==> src/rtl/decoder_scan_pkg.sv <==
// Shared types and helpers for the decoder scan controller.
// Optional build macro used by the top: DECODER_SCAN_DUTY_EN.
package decoder_scan_pkg;

  typedef enum logic [1:0] {
    IDLE  = 2'd0,
    BLANK = 2'd1,
    DRIVE = 2'd2
  } scan_state_t;

  // Inactive levels of the decoder enables (G1 active-high, G2A/G2B active-low)
  localparam logic G1_OFF   = 1'b0;
  localparam logic G2_OFF_N = 1'b1;

  // Index of the lowest set bit; returns 0 for an empty mask
  function automatic logic [2:0] lowest_set(input logic [7:0] mask);
    logic [2:0] idx;
    idx = 3'd0;
    for (int i = 7; i >= 0; i--) begin
      if (mask[i]) idx = 3'(i);
    end
    return idx;
  endfunction

endpackage

==> src/rtl/decoder_scan_ctrl_next_chan_sel.sv <==
// Combinational search for the next enabled channel strictly above the
// current one. last_o flags that no higher channel is enabled; next_o then
// simply echoes the current index.
module next_chan_sel (
  input  logic [7:0] mask_i,
  input  logic [2:0] cur_i,
  output logic [2:0] next_o,
  output logic       last_o
);

  // Scan from the top down so the closest higher set bit wins
  always_comb begin
    next_o = cur_i;
    last_o = 1'b1;
    for (int i = 7; i >= 0; i--) begin
      if (mask_i[i] && (3'(i) > cur_i)) begin
        next_o = 3'(i);
        last_o = 1'b0;
      end
    end
  end

endmodule

==> src/rtl/decoder_scan_ctrl.sv <==
// Scan controller in front of a 3-to-8 active-low decoder. Walks the set bits
// of a latched channel mask, blanking the decoder around every select change
// so decoded outputs never glitch.
// Optional build macro: DECODER_SCAN_DUTY_EN adds duty_i, which limits how
// many cycles of each dwell the decoder is actually enabled.
//
// state | meaning
// ------+-------------------------------------------------------------
// IDLE  | decoder disabled, waiting for start_i
// BLANK | select lines settled on a new channel, decoder still disabled
// DRIVE | decoder enabled on the current channel for the dwell period
module decoder_scan_ctrl
  import decoder_scan_pkg::*;
#(
  parameter int DWELL_CYCLES = 1000,
  parameter int BLANK_CYCLES = 4,
  parameter int CNT_W        = 16
) (
  input  logic             clk_i,
  input  logic             rst_i,
  input  logic             start_i,
  input  logic             stop_i,
  input  logic             continuous_i,
  input  logic [7:0]       chan_mask_i,
`ifdef DECODER_SCAN_DUTY_EN
  input  logic [CNT_W-1:0] duty_i,
`endif
  output logic             select_a_o,
  output logic             select_b_o,
  output logic             select_c_o,
  output logic             g1_en_o,
  output logic             g2a_en_n_o,
  output logic             g2b_en_n_o,
  output logic [2:0]       chan_o,
  output logic             busy_o,
  output logic             frame_done_o
);

  // The enables are registered from the next state, so a select update always
  // spends at least one cycle with the decoder off. With BLANK_CYCLES = 0 the
  // blank phase collapses to that single settling cycle.
  localparam int              BLANK_EFF  = (BLANK_CYCLES == 0) ? 1 : BLANK_CYCLES;
  localparam logic [CNT_W-1:0] DWELL_LOAD = CNT_W'(DWELL_CYCLES - 1);
  localparam logic [CNT_W-1:0] BLANK_LOAD = CNT_W'(BLANK_EFF - 1);
  localparam logic [CNT_W-1:0] CNT_ONE    = CNT_W'(1);

  scan_state_t      state_q, state_d;
  logic [CNT_W-1:0] cnt_q, cnt_d;
  logic [2:0]       chan_q, chan_d;
  logic [7:0]       mask_q, mask_d;
  logic             done_q, done_d;
  logic             en_q, en_d;
  logic             busy_q, busy_d;

  logic [2:0]       nxt_chan;
  logic             nxt_last;

`ifdef DECODER_SCAN_DUTY_EN
  logic [CNT_W-1:0] duty_q, duty_d;
  logic [CNT_W:0]   elapsed_d;
`endif

  next_chan_sel u_next_chan_sel (
    .mask_i (mask_q),
    .cur_i  (chan_q),
    .next_o (nxt_chan),
    .last_o (nxt_last)
  );

  // State, counter, channel and latched-mask registers
  always_ff @(posedge clk_i) begin
    if (rst_i) begin
      state_q <= IDLE;
      cnt_q   <= '0;
      chan_q  <= 3'd0;
      mask_q  <= 8'd0;
`ifdef DECODER_SCAN_DUTY_EN
      duty_q  <= '0;
`endif
    end else begin
      state_q <= state_d;
      cnt_q   <= cnt_d;
      chan_q  <= chan_d;
      mask_q  <= mask_d;
`ifdef DECODER_SCAN_DUTY_EN
      duty_q  <= duty_d;
`endif
    end
  end

  // Next-state logic: blank/dwell down-counter, channel stepping, frame end
  always_comb begin
    state_d = state_q;
    cnt_d   = cnt_q;
    chan_d  = chan_q;
    mask_d  = mask_q;
    done_d  = 1'b0;

    unique case (state_q)
      IDLE: begin
        if (start_i && !stop_i) begin
          if (chan_mask_i != 8'd0) begin
            mask_d  = chan_mask_i;
            chan_d  = lowest_set(chan_mask_i);
            state_d = BLANK;
            cnt_d   = BLANK_LOAD;
          end else begin
            // Empty frame completes immediately
            done_d = 1'b1;
          end
        end
      end

      BLANK: begin
        if (cnt_q == '0) begin
          state_d = DRIVE;
          cnt_d   = DWELL_LOAD;
        end else begin
          cnt_d = cnt_q - CNT_ONE;
        end
      end

      DRIVE: begin
        if (cnt_q != '0) begin
          cnt_d = cnt_q - CNT_ONE;
        end else if (!nxt_last) begin
          chan_d  = nxt_chan;
          state_d = BLANK;
          cnt_d   = BLANK_LOAD;
        end else begin
          done_d = 1'b1;
          if (continuous_i && (chan_mask_i != 8'd0)) begin
            mask_d  = chan_mask_i;
            chan_d  = lowest_set(chan_mask_i);
            state_d = BLANK;
            cnt_d   = BLANK_LOAD;
          end else begin
            // Selects hold on the last channel
            state_d = IDLE;
            cnt_d   = '0;
          end
        end
      end

      default: begin
        state_d = IDLE;
        cnt_d   = '0;
      end
    endcase

    // Abort: drop back to IDLE without a frame-done pulse, selects hold
    if (stop_i) begin
      state_d = IDLE;
      cnt_d   = '0;
      chan_d  = chan_q;
      mask_d  = mask_q;
      done_d  = 1'b0;
    end

`ifdef DECODER_SCAN_DUTY_EN
    // Duty is captured once per channel, on the way into DRIVE
    duty_d = ((state_q != DRIVE) && (state_d == DRIVE)) ? duty_i : duty_q;
`endif
  end

  // Output decode from the next state so every output is a flop
  always_comb begin
`ifdef DECODER_SCAN_DUTY_EN
    // Dwell cycles already spent in the cycle being decoded (0 on entry)
    elapsed_d = {1'b0, DWELL_LOAD} - {1'b0, cnt_d};
    en_d      = (state_d == DRIVE) && (elapsed_d < {1'b0, duty_d});
`else
    en_d      = (state_d == DRIVE);
`endif
    busy_d    = (state_d != IDLE);
  end

  // Registered decoder enable, busy and frame-done outputs
  always_ff @(posedge clk_i) begin
    if (rst_i) begin
      en_q   <= 1'b0;
      busy_q <= 1'b0;
      done_q <= 1'b0;
    end else begin
      en_q   <= en_d;
      busy_q <= busy_d;
      done_q <= done_d;
    end
  end

  assign select_a_o   = chan_q[0];
  assign select_b_o   = chan_q[1];
  assign select_c_o   = chan_q[2];
  assign chan_o       = chan_q;
  assign g1_en_o      = en_q ? ~G1_OFF   : G1_OFF;
  assign g2a_en_n_o   = en_q ? ~G2_OFF_N : G2_OFF_N;
  assign g2b_en_n_o   = en_q ? ~G2_OFF_N : G2_OFF_N;
  assign busy_o       = busy_q;
  assign frame_done_o = done_q;

endmodule
==> config.mk <==
export PLATFORM = sky130hd
export DESIGN_NAME = decoder_scan_ctrl
export DESIGN_NICKNAME = d
export VERILOG_FILES = /design/src/rtl/decoder_scan_pkg.sv /design/src/rtl/decoder_scan_ctrl_next_chan_sel.sv /design/src/rtl/decoder_scan_ctrl.sv
export SDC_FILE = /design/constraint.sdc
export NUM_CORES = 1
export LEC_CHECK = 0
export ABC_AREA = 1
export CAP_MARGIN = 10
export CELL_PAD_IN_SITES_DETAIL_PLACEMENT = 0
export CELL_PAD_IN_SITES_GLOBAL_PLACEMENT = 1
export CORE_ASPECT_RATIO = 1.75
export CORE_UTILIZATION = 40
export DETAILED_ROUTE_END_ITERATION = 10
export PLACE_DENSITY_LB_ADDON = 0.3
export SETUP_SLACK_MARGIN = 0.4
export SLEW_MARGIN = 10
export SYNTH_ARGS = -nofsm -noshare
export SYNTH_HDL_FRONTEND = slang
export SYNTH_SLANG_ARGS = --single-unit
==> constraint.sdc <==
create_clock -name clk_i -period 1.9 [get_ports clk_i]
set_input_delay 0.19 -clock clk_i [delete_from_list [all_inputs] [get_ports clk_i]]
set_output_delay 0.19 -clock clk_i [all_outputs]
set_load 0.01 [all_outputs]
==> flow_metrics.py <==
metrics = {
    "cells_and_area": {
        "layout-drive-gt1-share_pct": 28.69,
        "final_area_sq_um": 2789,
        "utilization_pct": 55.56,
        "syn2layout_area_growth_pct": 32.36,
        "antennaDiodeCount": 0,
        "finish.net_count": 386,
        "stdcell_count": 427,
    },
    "sta": {
        "fin_skew_ns": 0.003259,
        "hold_viol_final": 0,
        "setup-tns-final_ns": 0,
        "setup_viol_count_final": 0,
        "hold_slack_ns": 0.4899,
        "finalMaxSlewViolations": 0,
        "maxSlewHeadroom_pct": 74.01,
        "worst_slew_pin_slew_ns": 0.3894,
        "rsz0062_at_grt": "yes",
        "max_freq_ghz": 0.6254,
        "period_share_pct": 84.16,
        "min_period_ns": 1.599,
    },
    "global_route": {
        "antenna_found_initial": 0,
        "grt_pass1_wl_um": 9114,
        "grt_usage_pct": 21.43,
        "grt_pass1_vias": 2087,
        "grt_start_max_net_pins": 12,
        "grt-ovfl-total": 0,
    },
    "cts": {
        "cts_tree": "done",
        "cts.clk_slew.worst_paths_ns": 0.07,
        "clkLatencyLatePin_ns": 0.28,
        "cts.path.max_buffers": 2,
        "cts_root_buffer": "clkbuf_8",
        "holdBufCountCts": 0,
        "clock_sinks": 31,
        "cts.htree.levels": 2,
        "numCtsBuffers": 5,
    },
    "logic_synthesis": {
        "yosysTopAreaCellShare_pct": 29.45,
        "synth_flop_cell": "dfxtp_1",
        "synth.distinct_cells": 33,
        "synthTopCellsByArea": "dfxtp_1, nand2_1, nor2_1, inv_1, nand3_1",
        "synth_warnings": 0,
        "synth_edf_count": 0,
        "syn_nets": 337,
        "seq_area_frac_synth_pct": 29.45,
        "synth_cells": 323,
        "synth.most_common_cell": "nand2_1",
        "syn_avg_cell_area_sq_um": 6.523,
        "syn_area_sq_um": 2107,
        "yosys_register_bits": 31,
        "async_flop_share_pct": 0,
        "synth_largest_area_cell": "dfxtp_1",
        "synth_common_cells": "nand2_1, nor2_1, inv_1, dfxtp_1, nand3_1",
    },
    "flow_run": {
        "cap_violations": 0,
    },
    "floorplanning": {
        "core_sq_um": 5020,
        "start_util_pct": 41.97,
        "fp.dieH_um": 98.01,
        "die_x_um": 56.87,
        "die_area_sq_um": 5573,
        "pin_count": 24,
        "row_count": 34,
    },
    "placed_design": {
        "detailed_place_hpwl_um": 4240,
        "portBuffers": 23,
        "placed_cells": 403,
        "dpl_cell_area_sq_um": 2426,
        "place.gp.congestion": 0.8603,
    },
    "detailed_routing": {
        "detail_route.wirelength_um": 5648,
        "drt-initial-drc-count": 38,
        "drt_pass1_iterations": 4,
        "wl_per_cell_um": 13.23,
        "vias": 2101,
        "vias_per_cell": 4.920,
        "ant_nets": 0,
        "drc": 0,
    },
    "worst_setup_path": {
        "crit_path_start_kind": "flop",
        "path_max_fanout": 7,
        "arrival_ns": 1.83,
        "critPathKind": "flop to flop",
        "end_kind": "flop",
        "cp.required_ns": 2.13,
    },
    "hold_path": {
        "min_path_type": "flop to flop",
    },
    "power_and_ir_drop": {
        "leakage_nw": 1.356,
        "ir_drop_mv": 0.3363,
        "power.density_nw_per_um2": 642.4,
    },
    "status": {
        "status": "completed",
    },
}
## cells by family after synthesis
kind of cell,Yosys count,synth area share [%]
fa+ha+maj,1,0.5937
buf+inv,54,11.88
flops,31,29.45
simple gates,194,44.24
compound gates,33,9.679
xor+xnor,10,4.157
## state kept, by name, summed over array words and instances (netlist names)
signal,count
busy_o,1
frame_done_o,1
cnt_q,16
en_q,1
chan_o,3
mask_q,7
state_q,2
## power breakdown
| part | total (mW) | internal, mW | switching [mW] |
|---|---|---|---|
| logic | 0.575 | 0.254 | 0.321 |
| registers | 0.712 | 0.680 | 0.0318 |
| clock network | 0.505 | 0.257 | 0.248 |
| total | 1.79 | 1.19 | 0.601 |
## repair_timing
item                                    4_1_cts  5_1_grt
resized for setup                            20       26
endpoints found under the setup margin       33       32
setup buffers                                10        5
gates cloned                                  1        0
pin swaps                                    19       15
## worst max-delay path: stages (launching register included)
cell and delay [ns]:
dfxtp_2 0.33, inv_2 0.07, ha_4 0.14, nand3_4 0.10, nor2_4 0.16, nand2_4 0.09, nand2_8 0.10, nand2_8 0.08
nor2_4 0.27, a21oi_2 0.10, nor2_2 0.10
## stage by stage
step	worst slack [ns]	power, mW
5_1_grt	0.2128	1.900
6_report	0.3009	1.792
4_1_cts	0.3038	1.742
3_5_place_dp	0.009845	1.190
2_1_floorplan	0.4056	1.045
3_3_place_gp	0.04366	1.187
## placed cells by master, fill, tap and decap left out, types with 8 or more instances in the layout
cell type / count
a21oi_1: 12
a21oi_2: 8
buf_4: 26
clkdlybuf4s50_1: 21
dfxtp_1: 23
inv_1: 40
nand2_1: 77
nand3_1: 22
nand3_2: 8
nor2_1: 38
nor2_2: 15
nor2_4: 9
o21ai_0: 9
xor2_1: 8
## cell type report
cell class,count,area (sq um)
Sequential cell,31,633.1
Timing Repair Buffer,50,437.9
Clock buffer,7,76.32
Inverter,45,168.9
Multi-Input combinational cell,239,1400
Tap cell,54,67.56
Fill cell,518,2231
Clock inverter,1,5.005
## per-layer routing
layer  vias up  GRT usage [%]  share of wire, %  wire, um
met5         -              0                 0         0
met4         0          10.69               3.5       197
met3        15          2.781               1.5        87
met2        27          44.51                60      3371
met1       958          18.86                35      1992
li1       1101              -                 -         -
## worst paths after layout
| check | from | endpoint | slack [ns] | cells past startpoint |
|---|---|---|---|---|
| setup / recovery | cnt_q[0] | mask_q[7] | 0.30 | 10 |
| hold reg to reg | mask_q[1] | mask_q[1] | 0.49 | 2 |
| hold / removal | mask_q[1] | mask_q[1] | 0.49 | 2 |
| setup reg to reg | cnt_q[0] | mask_q[7] | 0.30 | 10 |
Note: power is estimated with default switching activity, not from simulation.
